==> config.mk <==
export PLATFORM = sky130hd
export DESIGN_NAME = isp_frame_gate
export DESIGN_NICKNAME = d
export VERILOG_FILES = /design/src/rtl/isp_frame_gate.sv
export SDC_FILE = /design/constraint.sdc
export NUM_CORES = 1
export LEC_CHECK = 0
export ABC_AREA = 1
export BUFFER_PORTS_ARGS = -buffer_cell sky130_fd_sc_hd__buf_2
export CAP_MARGIN = 10
export CELL_PAD_IN_SITES_DETAIL_PLACEMENT = 1
export CELL_PAD_IN_SITES_GLOBAL_PLACEMENT = 1
export CORE_UTILIZATION = 35
export DETAILED_ROUTE_END_ITERATION = 8
export PLACE_DENSITY = 0.82
export SYNTH_ARGS = -nofsm -noshare
export SYNTH_HDL_FRONTEND = slang
export SYNTH_SLANG_ARGS = --single-unit
==> constraint.sdc <==
create_clock -name clk -period 1.5 [get_ports clk]
set_clock_uncertainty 0.15 [all_clocks]
set_input_delay 0.3 -clock clk [delete_from_list [all_inputs] [get_ports clk]]
set_output_delay 0.3 -clock clk [all_outputs]
set_load 0.01 [all_outputs]
==> src/rtl/isp_frame_gate.sv <==
// Frame-integrity gate between the ISP pixel stream and the DDR3 write port.
// Forwards pixels only while the frame geometry matches source_h x source_v.
module isp_frame_gate #(
  parameter int unsigned source_h = 1920,
  parameter int unsigned source_v = 1080
) (
  input  logic        clk,
  input  logic        reset,
  input  logic        in_vsync,
  input  logic        in_den,
  input  logic [31:0] in_data,
  input  logic [3:0]  mode_sel,
  output logic        out_load,
  output logic        out_wren,
  output logic [31:0] out_data,
  output logic        frame_good,
  output logic        frame_bad,
  output logic [1:0]  err_code,
  output logic [15:0] good_cnt,
  output logic [15:0] bad_cnt
);

  localparam logic [11:0] h_max = 12'(source_h);
  localparam logic [11:0] v_max = 12'(source_v);

  localparam logic [1:0] e_none  = 2'b00;
  localparam logic [1:0] e_short = 2'b01;
  localparam logic [1:0] e_long  = 2'b10;
  localparam logic [1:0] e_rows  = 2'b11;

  typedef enum logic [1:0] {
    SYNC,
    ACTIVE,
    DROP
  } state_t;

  state_t      state;
  state_t      state_n;
  logic [11:0] col_cnt;
  logic [11:0] col_n;
  logic [11:0] row_cnt;
  logic [11:0] row_n;
  logic        frame_err;
  logic        ferr_n;
  logic [1:0]  err_code_next;
  logic [1:0]  ecn_n;
  logic        vs_q;
  logic        den_q;
  logic [3:0]  mode_q;

  logic        wren_n;
  logic        good_n;
  logic        bad_n;
  logic [1:0]  code_n;
  logic [15:0] gcnt_n;
  logic [15:0] bcnt_n;

  logic        vs_rise;
  logic        mode_chg;
  logic        pix;
  logic        line_end;

  // Pixels that arrive while vsync is high are not pixels at all.
  assign pix      = in_den & ~in_vsync;
  assign line_end = den_q & ~pix;
  assign vs_rise  = in_vsync & ~vs_q;
  assign mode_chg = (mode_sel != mode_q);

  always_comb begin
    state_n = state;
    col_n   = col_cnt;
    row_n   = row_cnt;
    ferr_n  = frame_err;
    ecn_n   = err_code_next;
    wren_n  = 1'b0;
    good_n  = 1'b0;
    bad_n   = 1'b0;
    code_n  = err_code;
    gcnt_n  = good_cnt;
    bcnt_n  = bad_cnt;

    if (mode_chg) begin
      // Abort silently; counters and status stay as they are.
      state_n = SYNC;
    end else if (vs_rise) begin
      if (state != SYNC) begin
        if (!frame_err && row_cnt == v_max) begin
          good_n = 1'b1;
          gcnt_n = good_cnt + 16'd1;
        end else begin
          bad_n  = 1'b1;
          bcnt_n = bad_cnt + 16'd1;
          code_n = frame_err ? err_code_next : e_rows;
        end
      end
      state_n = ACTIVE;
      col_n   = '0;
      row_n   = '0;
      ferr_n  = 1'b0;
      ecn_n   = e_none;
    end else if (state == ACTIVE) begin
      if (pix) begin
        if (row_cnt == v_max) begin
          ferr_n  = 1'b1;
          ecn_n   = e_rows;
          state_n = DROP;
        end else if (col_cnt == h_max) begin
          ferr_n  = 1'b1;
          ecn_n   = e_long;
          state_n = DROP;
        end else begin
          wren_n = 1'b1;
          col_n  = col_cnt + 12'd1;
        end
      end else if (line_end) begin
        if (col_cnt != h_max) begin
          ferr_n  = 1'b1;
          ecn_n   = e_short;
          state_n = DROP;
        end else begin
          row_n = row_cnt + 12'd1;
          col_n = '0;
        end
      end
    end
  end

  always_ff @(posedge clk) begin
    if (reset) begin
      state         <= SYNC;
      col_cnt       <= '0;
      row_cnt       <= '0;
      frame_err     <= 1'b0;
      err_code_next <= e_none;
      vs_q          <= 1'b0;
      den_q         <= 1'b0;
      mode_q        <= mode_sel;
      out_load      <= 1'b0;
      out_wren      <= 1'b0;
      out_data      <= '0;
      frame_good    <= 1'b0;
      frame_bad     <= 1'b0;
      err_code      <= e_none;
      good_cnt      <= '0;
      bad_cnt       <= '0;
    end else begin
      state         <= state_n;
      col_cnt       <= col_n;
      row_cnt       <= row_n;
      frame_err     <= ferr_n;
      err_code_next <= ecn_n;
      vs_q          <= in_vsync;
      den_q         <= pix;
      mode_q        <= mode_sel;
      out_load      <= in_vsync;
      out_wren      <= wren_n;
      out_data      <= in_data;
      frame_good    <= good_n;
      frame_bad     <= bad_n;
      err_code      <= code_n;
      good_cnt      <= gcnt_n;
      bad_cnt       <= bcnt_n;
    end
  end

endmodule

==> key figures <==
Status
  • Run status: complete, but fails checks
  • Failing checks: setup timing

Die
  • Floorplan die area: 0.0153 mm2
  • Initial Utilization: 0.357
  • Placeable core region: between 0.01 and 0.015 mm2
  • X dimension of the die: between 100 and 150 um
  • IO Pins: 110
  • Std-Cell Rows: 44
  • Die boundary height: between 100 and 150 um

Final layout
  • Fraction of layout cells with a size suffix above 1: 0.472
  • Post-layout util: 0.577
  • Layout fillers: ~1800
  • Syn-to-layout area delta: 61.6%
  • FF/Latch Area: 0.00211 mm2
  • Final net count: between 1000 and 1500
  • Area used by multi-input combinational logic: between 0.003 and 0.004 mm2
  • Antenna diodes: 0
  • Post-route design area: about 0.0084 mm2

Synthesis
  • Yosys cell types: 34
  • Leading post-synthesis cells by cell area: sky130_fd_sc_hd__dfxtp_1 (40%), sky130_fd_sc_hd__nand2_1 (13%), sky130_fd_sc_hd__nor2_1 (8.1%)
  • Average cell area after synthesis: between 6 and 7 um2
  • Cell taking the most area after synthesis: sky130_fd_sc_hd__dfxtp_1
  • Yosys warns: 0
  • Sequential fraction of the synthesis area: 0.403
  • Number of standard cells after synthesis: 740
  • Synth Net Count: 786
  • Share of Yosys cell area claimed by the top area cell type: 0.403
  • Area of the mapped netlist: between 0.005 and 0.006 mm2
  • Yosys reg bits: approximately 100

Detailed routing
  • Routed vias: approximately 6400
  • Total length of routed wires: approximately 26000 um
  • Post-detailed-route via-to-cell ratio: about 5.4
  • Number of optimization iterations in the first detailed-route pass: 4
  • Avg WL per Cell: between 20 and 25 um
  • Starting DRT DRC Count: about 360
  • Number of nets with antenna violations after detailed routing: 0
  • Remaining DRCs: 0

Timing
  • Worst-case setup margin in the final layout: -0.453 ns
  • Crit share post-route: 1.30
  • Worst-Margin Slew: ~0.40 ns
  • Relative slew margins: 0.732
  • Fmax: ~510 MHz
  • Number of setup violations in the final report: just under 70
  • Post-route minimum period: 1.95 ns
  • Unrepaired setup endpoints after global routing: yes
  • Setup TNS: -19.67 ns
  • Count of endpoints failing hold in the final timing report: 0
  • Pins Over Slew Limit: 0

Clock tree
  • Clk sink count: between 100 and 150
  • TritonCTS clock tree: done
  • Buffer levels on the longest clock path: 2
  • H-tree depth reported by CTS: 3
  • Number of buffers inserted during clock tree synthesis: 9
  • Clock-pin slew of the registers on the worst-case setup and hold paths: around 0.080 ns
  • Cell at the root of the clock tree: sky130_fd_sc_hd__clkbuf_16
  • Clock latency on the worst-skew pair: 0.38 ns

Setup path
  • End point of the critical path: row_cnt[8]
  • Critical-path cell list: buf_4 -> ha_1 -> nand2_1 -> nor2_2 -> buf_6 -> nand2_2 -> o21ai_2 -> nand3_2 -> nand3_2 -> nand2_2 -> nor2_1
  • Worst Setup End Kind: register
  • Slowest CP cell: sky130_fd_sc_hd__dfxtp_2
  • R2r setup slk: -0.45 ns
  • Type of origin of the critical path: register
  • Category of the most critical setup path: register to register
  • Origin of the critical flop-to-flop path: row_cnt[1]
  • Maximum fanout count along the critical path: 4
  • Cells on worst reg2reg path: 11
  • CP Data Arrival Time: roughly 2.1 ns
  • Setup crit start: row_cnt[1]
  • Largest incremental delay on the critical path: between 0.3 and 0.4 ns
  • Required time of the critical path: ~1.6 ns
  • Crit Reg-Reg Endpoint: row_cnt[8]

Min path
  • Worst min-delay path class: primary input to register
  • Min-Delay Startpoint: in_data[8]

GRT
  • Number of global-route vias before repair: 6512
  • Global-route wire length before repair: between 30000 and 40000 um
  • Gr usage total: 0.285
  • Initial antenna violation count: 0
  • Largest net degree at the start of global routing: 35
  • Global route total overflow: 0

Pwr
  • Standby leakage power: 0.00373 uW
  • Max IR drop VDD: 717 uV
  • Power per Cell Area: 713 mW/mm2
  • Final total power: 5960 uW

Place
  • Routability Congestion: 0.793
  • Detail Placement HPWL: 11500 um
  • DP Area: between 0.006 and 0.007 mm2
  • # port buffers: about 110

Job
  • Count of maximum capacitance violations: 0
-- logic make-up after synthesis --
family,synth area share
xor+xnor,0.0407
buf+inv,0.101
fa+ha+maj,0.0145
simple gates,0.368
flops,0.403
compound gates,0.0724
-- flip-flops by register name, summed over array words and instances, names as in the netlist, 2 cells and up --
register	count
bad_cnt	16
col_cnt	12
err_code	2
err_code_next	2
good_cnt	16
mode_q	4
out_data	32
row_cnt	12
state	2
-- Yosys cell counts, drive strengths merged --
cell type	number
nand4	17
clkbuf	6
o21bai	1
nand2	201
inv	107
buf	14
a21oi	49
nand3	54
nor3b	6
ha	6
dfxtp	104
a21boi	1
nor2	123
xnor2	4
xor2	20
nor3	16
o21ai	10
nor4	1
-- cell usage in the layout, fill, tap and decap left out, drive strengths merged --
| cell | instances |
|---|---|
| nor3 | 16 |
| nor4 | 1 |
| ha | 6 |
| a21oi | 49 |
| dlygate4sd3 | 32 |
| o21bai | 1 |
| a21boi | 1 |
| nand3 | 54 |
| xor2 | 20 |
| nand2 | 203 |
| buf | 226 |
| o21ai | 10 |
| clkinvlp | 1 |
| clkinv | 3 |
| dfxtp | 104 |
| nand4 | 17 |
| nor3b | 6 |
| clkbuf | 10 |
| inv | 111 |
| nor2 | 123 |
| xnor2 | 4 |
-- where the power goes --
part / switching [uW] / internal, uW / total (uW)
clock network: 1260 / 1170 / 2430
registers: 32.4 / 2820 / 2850
logic: 401 / 275 / 677
-- critical path: cells and delay by family (launching register included) --
kind | cells | cell delay [ns]
buffers and inverters | 2 | 0.26
AND/OR/NAND/NOR | 7 | 0.80
flip-flops | 1 | 0.34
AO/OA/AOI/OAI | 1 | 0.17
adder cells (fa/ha/maj) | 1 | 0.15
-- cell type report --
| cell class | count | share of cell area |
|---|---|---|
| clock inverter | 7 | 0.00734 |
| sequential | 104 | 0.253 |
| timing repair inverter | 1 | 0.00105 |
| clock buffer | 9 | 0.0270 |
| tap | 184 | 0.0276 |
| inverter | 107 | 0.0535 |
| multi-input combinational | 511 | 0.397 |
| timing repair buffer | 259 | 0.234 |
-- metrics by stage --
stage	std cells	hold slack [ns]	worst slack, ns
floorplan	740	0.178	-0.116
global placement	1109	0.278	-0.246
detailed placement	1109	0.285	-0.314
CTS	1168	0.00161	-0.205
global route	1182	0.00423	-0.544
finish	1182	0.00105	-0.453
-- how the worst min path moves through the flow --
stage / cells after the start / slack [ns] / end
after global routing: 3 / 0.004 / out_data[8]
final: 3 / 0.001 / out_data[8]
after detailed placement: 1 / 0.28 / mode_q[3]
after CTS: 3 / 0.002 / out_data[16]
after global placement: 1 / 0.28 / mode_q[3]
after floorplan: 0 / 0.18 / mode_q[0]
-- repair_timing --
item / CTS / global route
hold endpoints to repair: 32 / 0
cloned: 2 / 2
setup buffers: 10 / 12
gates resized for setup: 106 / 130
hold buffers: 32 / 0
pin swaps: 36 / 48
setup endpoints to repair: 65 / 67
-- per-layer routing --
metal,share of wire,GRT usage,up-vias
li1,-,-,2808
met1,0.34,0.274,3103
met2,0.53,0.552,318
met3,0.051,0.0586,142
met4,0.073,0.167,0
met5,0,0,-
Power figures use the tool's default switching activity.
